===== config.mk =====
export PLATFORM = sky130hd
export DESIGN_NAME = am_query_scheduler
export DESIGN_NICKNAME = d
export VERILOG_FILES = /design/src/rtl/am_query_scheduler.sv
export SDC_FILE = /design/constraint.sdc
export NUM_CORES = 1
export LEC_CHECK = 0
export BUFFER_PORTS_ARGS = -buffer_cell sky130_fd_sc_hd__buf_2
export CORE_AREA = 2 2 157 159
export CTS_CLUSTER_SIZE = 14
export DETAILED_ROUTE_END_ITERATION = 8
export DIE_AREA = 0 0 159 161
export GPL_TIMING_DRIVEN = 1
export PLACE_DENSITY = 0.63
export RECOVER_POWER = 50
export SLEW_MARGIN = 20
export SYNTH_ARGS = -nofsm -noshare
export SYNTH_HDL_FRONTEND = slang
export SYNTH_SLANG_ARGS = --single-unit

===== constraint.sdc =====
create_clock -name Clk_CI -period 3.8 [get_ports Clk_CI]
set_input_delay 0.38 -clock Clk_CI [delete_from_list [all_inputs] [get_ports Clk_CI]]
set_output_delay 0.38 -clock Clk_CI [all_outputs]
set_load 0.02 [all_outputs]

===== src/rtl/am_query_scheduler.sv =====
// am_query_scheduler: round-robin arbiter sharing one associative memory among
// NUM_REQ query sources; a watchdog abandons slow queries and drains their late results.
`timescale 1ns/1ps
`ifndef HV_DIMENSION
`define HV_DIMENSION 64
`endif
`ifndef LABEL_WIDTH
`define LABEL_WIDTH 4
`endif
`ifndef DISTANCE_WIDTH
`define DISTANCE_WIDTH 10
`endif

module am_query_scheduler #(
    parameter int NUM_REQ        = 4,
    parameter int REQ_ID_WIDTH   = 2,
    parameter int TIMEOUT_CYCLES = 1023
) (
    input  logic                               Clk_CI,
    input  logic                               Reset_RI,
    input  logic [NUM_REQ-1:0]                 ReqValid_SI,
    output logic [NUM_REQ-1:0]                 ReqReady_SO,
    input  logic [NUM_REQ*`HV_DIMENSION-1:0]   ReqHypervector_DI,
    output logic [NUM_REQ-1:0]                 RespValid_SO,
    input  logic [NUM_REQ-1:0]                 RespReady_SI,
    output logic [`LABEL_WIDTH-1:0]            RespLabel_A_DO,
    output logic [`LABEL_WIDTH-1:0]            RespLabel_V_DO,
    output logic [`DISTANCE_WIDTH-1:0]         RespDistance_A_DO,
    output logic [`DISTANCE_WIDTH-1:0]         RespDistance_V_DO,
    output logic                               RespTimeout_SO,
    output logic                               AmValid_SO,
    input  logic                               AmReady_SI,
    output logic [`HV_DIMENSION-1:0]           AmHypervector_DO,
    input  logic                               AmValid_SI,
    output logic                               AmReady_SO,
    input  logic [`LABEL_WIDTH-1:0]            AmLabel_A_DI,
    input  logic [`LABEL_WIDTH-1:0]            AmLabel_V_DI,
    input  logic [`DISTANCE_WIDTH-1:0]         AmDistance_A_DI,
    input  logic [`DISTANCE_WIDTH-1:0]         AmDistance_V_DI,
    output logic [REQ_ID_WIDTH-1:0]            Grant_DO,
    output logic                               Busy_SO
);
    localparam int HV = `HV_DIMENSION;
    localparam int LW = `LABEL_WIDTH;
    localparam int DW = `DISTANCE_WIDTH;
    localparam int CW = $clog2(TIMEOUT_CYCLES + 1);

    localparam logic [1:0] ST_IDLE    = 2'd0;
    localparam logic [1:0] ST_ISSUE   = 2'd1;
    localparam logic [1:0] ST_WAIT    = 2'd2;
    localparam logic [1:0] ST_RESPOND = 2'd3;

    logic [1:0]              state_q, state_d;
    logic [REQ_ID_WIDTH-1:0] ptr_q, ptr_d, grant_q, grant_d;
    logic                    pending_q, pending_d, timeout_q, timeout_d;
    logic [CW-1:0]           cnt_q, cnt_d;
    logic [HV-1:0]           query_q, query_d;
    logic [LW-1:0]           lab_a_q, lab_a_d, lab_v_q, lab_v_d;
    logic [DW-1:0]           dst_a_q, dst_a_d, dst_v_q, dst_v_d;

    logic [HV-1:0]           req_hv [NUM_REQ];
    logic                    gnt_found, grant_ok;
    logic [REQ_ID_WIDTH-1:0] gnt_idx, cand;

    for (genvar i = 0; i < NUM_REQ; i++) begin : g_slice
        assign req_hv[i] = ReqHypervector_DI[i*HV +: HV];
    end

    // Scan from the requester after the last served one, wrapping around.
    always_comb begin
        gnt_found = 1'b0;
        gnt_idx   = '0;
        cand      = '0;
        for (int k = 1; k <= NUM_REQ; k++) begin
            cand = REQ_ID_WIDTH'((int'(ptr_q) + k) % NUM_REQ);
            if (!gnt_found && ReqValid_SI[cand]) begin
                gnt_found = 1'b1;
                gnt_idx   = cand;
            end
        end
    end

    assign grant_ok = (state_q == ST_IDLE) && !pending_q && gnt_found && !Reset_RI;

    always_comb begin
        state_d   = state_q;
        ptr_d     = ptr_q;
        grant_d   = grant_q;
        pending_d = pending_q;
        timeout_d = timeout_q;
        cnt_d     = cnt_q;
        query_d   = query_q;
        lab_a_d   = lab_a_q;
        lab_v_d   = lab_v_q;
        dst_a_d   = dst_a_q;
        dst_v_d   = dst_v_q;
        // A late result from an abandoned query is swallowed in any state.
        if (pending_q && AmValid_SI) pending_d = 1'b0;
        case (state_q)
            ST_IDLE: begin
                if (grant_ok) begin
                    query_d = req_hv[gnt_idx];
                    grant_d = gnt_idx;
                    state_d = ST_ISSUE;
                end
            end
            ST_ISSUE: begin
                if (AmReady_SI) begin
                    cnt_d   = '0;
                    state_d = ST_WAIT;
                end
            end
            ST_WAIT: begin
                cnt_d = cnt_q + CW'(1);
                if (AmValid_SI) begin
                    lab_a_d   = AmLabel_A_DI;
                    lab_v_d   = AmLabel_V_DI;
                    dst_a_d   = AmDistance_A_DI;
                    dst_v_d   = AmDistance_V_DI;
                    timeout_d = 1'b0;
                    state_d   = ST_RESPOND;
                end else if (cnt_q == CW'(TIMEOUT_CYCLES - 1)) begin
                    pending_d = 1'b1;
                    lab_a_d   = '0;
                    lab_v_d   = '0;
                    dst_a_d   = '0;
                    dst_v_d   = '0;
                    timeout_d = 1'b1;
                    state_d   = ST_RESPOND;
                end
            end
            default: begin
                if (RespReady_SI[grant_q]) begin
                    ptr_d   = grant_q;
                    state_d = ST_IDLE;
                end
            end
        endcase
    end

    always_ff @(posedge Clk_CI or posedge Reset_RI) begin
        if (Reset_RI) begin
            state_q   <= ST_IDLE;
            ptr_q     <= REQ_ID_WIDTH'(NUM_REQ - 1);
            grant_q   <= '0;
            pending_q <= 1'b0;
            timeout_q <= 1'b0;
            cnt_q     <= '0;
            query_q   <= '0;
            lab_a_q   <= '0;
            lab_v_q   <= '0;
            dst_a_q   <= '0;
            dst_v_q   <= '0;
        end else begin
            state_q   <= state_d;
            ptr_q     <= ptr_d;
            grant_q   <= grant_d;
            pending_q <= pending_d;
            timeout_q <= timeout_d;
            cnt_q     <= cnt_d;
            query_q   <= query_d;
            lab_a_q   <= lab_a_d;
            lab_v_q   <= lab_v_d;
            dst_a_q   <= dst_a_d;
            dst_v_q   <= dst_v_d;
        end
    end

    assign ReqReady_SO       = grant_ok ? (NUM_REQ'(1) << gnt_idx) : '0;
    assign RespValid_SO      = (state_q == ST_RESPOND) ? (NUM_REQ'(1) << grant_q) : '0;
    assign RespLabel_A_DO    = lab_a_q;
    assign RespLabel_V_DO    = lab_v_q;
    assign RespDistance_A_DO = dst_a_q;
    assign RespDistance_V_DO = dst_v_q;
    assign RespTimeout_SO    = timeout_q;
    assign AmValid_SO        = (state_q == ST_ISSUE);
    assign AmHypervector_DO  = query_q;
    assign AmReady_SO        = (state_q == ST_WAIT) | pending_q;
    assign Grant_DO          = grant_q;
    assign Busy_SO           = (state_q != ST_IDLE) | pending_q;

endmodule


==> run metrics <==
# setup viols final 0; FFs w/ async S/R, synth 1.00; count of state elements after synthesis 110; number of cells on the critical path 4; result of the run finished, violations left; Critical Path End Type primary output; number of cells traversed by the worst register-to-register path 5; number of placed instances, taps included 1443; first drt pass iteration count 5; data arrival time at the worst-slack endpoint 2.38 ns; Tightest Pin Transition 2.64 ns; clock latency on the worst-skew pair 0.36 ns; number of antenna violations at the first check in global routing 3; library cell contributing the largest single delay on the critical path a311o_2; post-DR wirelength/cell 18.6 µm; number of buffers on the longest clock path 2; largest net degree at the start of global routing 76; buffer and inverter count on the worst path 1; top area cells in the synthesized netlist dfrtp_1 39%, a211oi_1 14%, a22oi_1 7.0%; end point of the critical path ReqReady_SO[0]; global-route wire length before repair 42.1 mm; Top FF cell, synth dfrtp_1; clock root cell clkbuf_16; Unique masters post-synth 49; DR vias/cell 5.20; maximum vdd ir drop 0.307 mV; width of the die 159 µm; failing checks max-capacitance violations, max-slew violations; Hold WS 0.240 ns; final setup skew 0.0144 ns; NumNets Final 1434; CORE AREA 0.0240 mm²; share of final-layout standard cells stronger than drive strength 1 0.354; CTS Buf Count 9; final period utilization 0.726; Area growth, synth to finish 35.7%; number of max-slew violations in the final report 53; Hold Vio Cnt, Final 0; RSZ-0062 raised after global routing false; cell type group with the largest total delay on the critical path compound AO/OA/AOI/OAI gates; Crit Reg-Reg Endpoint AmHypervector_DO[3]$_DFFE_PP0P_; Worst slew margin -0.770; number of antenna repair diodes 0; first-iteration detailed-routing DRC count 517; fraction of the yosys area taken by sequential cells 0.399; EDFF count, synth 0; TritonCTS clock tree yes; launching point of the worst reg2reg path ptr_q[1]$_DFFE_PP1P_; Yosys warning count 0; maximum net fanout on the critical path 38; static leakage power 4.54 nW; cell count after synthesis 784; routability congestion estimate from global placement 0.822; number of max-capacitance violations reported 1; clock transition at the registers of the reported paths 0.09 ns; number of nets with antenna violations after detailed routing 0; total wirelength of the detailed-routed design 27.2 mm; Synth Net Count 1087; register-to-register setup slack 1.33 ns; cell-by-cell trace of the critical path o21bai_1 > a311o_2 > and2_1 > buf_2; num rows 57; type of the tightest min-delay check primary input to flop; post-route setup TNS 0 ns; P per Cell Area 695 mW/mm²; largest stage delay on the critical path 0.76 ns; H-tree depth reported by CTS 3; Initial Util 0.288; Critical path origin ptr_q[1]$_DFFE_PP1P_; area of the mapped netlist 0.00691 mm²; top achievable clock speed 0.363 GHz; vias in the first global route 7591; Post-CTS Setup Inserts 0; cell type contributing the most total cell area after synthesis dfrtp_1; Worst Setup Path Type flop to primary output; count of input and output buffers 401; number of top-level pins 402; Yosys top cell area share 0.391; Die Area 0.0256 mm²; number of buffers inserted for hold repair after clock tree synthesis 0; startpoint type of the worst setup path flop; final standard cell count with taps included and fillers excluded 1460; Detail Placement HPWL 19.7 mm; final critical delay including setup and external delays 2.76 ns; endpoint required time on the critical path 3.42 ns; post-cts sizing count 0; vias after detailed routing 7587; gr ovfl total 0; Avg Synthesized Cell Area 8.82 µm²; count of unresolved DRC violations after routing 0; vertical die dimension 161 µm; CTS sink count 110; Total Routing Usage GR 0.207
[worst register-to-register path, stage by stage (launching register included)]
cell and delay [ns]:
dfstp_2 0.68, o21bai_1 0.15, a311o_2 0.76, buf_4 0.48
a22oi_1 0.14, a31oi_1 0.20
[cells in the final DEF, fill, tap and decap left out, drive strengths merged, types with 2 or more instances in the layout]
master	count
ha	7
and4	2
or3	5
mux2	4
a21oi	8
clkinv	3
nand2	13
dfstp	2
nor2b	3
clkbuf	63
inv	74
a22oi	64
xor2	3
mux2i	2
nor3	3
nand3	4
dfrtp	108
nor2	70
a21o	2
a22o	29
and3	66
a31oi	65
clkinvlp	2
or2	2
and2	5
o21bai	3
nand2b	5
and3b	2
o21ai	11
buf	364
nand4	2
a211oi	126
a221oi	2
[synthesized netlist by cell type (all sizes together), types with 3 or more instances]
cell    instances
a211oi        126
dfrtp         108
inv            72
nor2           70
and3           66
a31oi          65
a22oi          64
clkbuf         50
buf            32
a22o           29
nand2          13
o21ai          11
a21oi           8
ha              7
and2            5
nand2b          5
or3             5
mux2            4
nand3           4
nor2b           3
nor3            3
o21bai          3
xor2            3
[where the power goes]
group / switching, mW / internal, mW / total, mW
sequential: 0.347 / 1.72 / 2.06
clock: 0.515 / 0.469 / 0.984
combinational: 2.25 / 1.22 / 3.47
[worst min path at each step]
stage	from	endpoint	slack, ns	cells after the start
floorplan	AmValid_SI	pending_q$_DFF_PP0_	0.45	1
global placement	RespLabel_V_DO[3]$_DFFE_PP0P_	RespLabel_V_DO[3]$_DFFE_PP0P_	0.49	1
detailed placement	RespDistance_A_DO[4]$_DFFE_PP0P_	RespDistance_A_DO[4]$_DFFE_PP0P_	0.49	1
CTS	Reset_RI	Grant_DO[1]$_DFFE_PP0P_	0.20	2
global route	AmDistance_A_DI[8]	RespDistance_A_DO[8]$_DFFE_PP0P_	0.24	2
finish	AmDistance_V_DI[3]	RespDistance_V_DO[3]$_DFFE_PP0P_	0.24	2
[final cells by class]
type	instances	area, µm²
clock inverter	7	77.6
inverter	72	272
clock buffer	9	225
timing repair buffer	418	2100
sequential	110	2760
tap	324	405
fill	2531	14600
multi-input combinational	520	3550
[flip-flops by register name (all words and copies together) (netlist names)]
signal / flops
cnt_q: 10
pending_q: 1
ptr_q: 2
RespDistance_V_DO: 10
RespDistance_A_DO: 10
Grant_DO: 2
RespLabel_V_DO: 4
AmHypervector_DO: 64
RespTimeout_SO: 1
state_q: 2
RespLabel_A_DO: 4
[layer usage]
metal	global-route usage	vias up	share of wire
met1	0.256	3576	0.42
met4	0.0628	4	0.022
met3	0.0516	41	0.072
li1	-	3638	-
met5	0	-	0.00096
met2	0.359	328	0.49
[logic make-up after synthesis]
logic type | count (synthesis) | share of synthesized area
AO/OA/AOI/OAI | 319 | 0.340
AND/OR/NAND/NOR | 184 | 0.139
buffers and inverters | 154 | 0.0939
flip-flops | 110 | 0.399
multiplexers | 7 | 0.0127
adder cells (fa/ha/maj) | 7 | 0.0127
XOR/XNOR | 3 | 0.00380
[through the flow]
stage               utilization  instance area, µm²  power, mW  worst slack (ns)
floorplan                     -                6910       4.35             0.521
global placement          0.381                9130       5.59              1.19
detailed placement        0.381                9130       5.64              1.17
CTS                       0.394                9430       6.64              1.01
global route              0.392                9380       6.98             0.877
finish                    0.392                9380       6.52              1.04
Note: power is estimated with default switching activity, not from simulation.
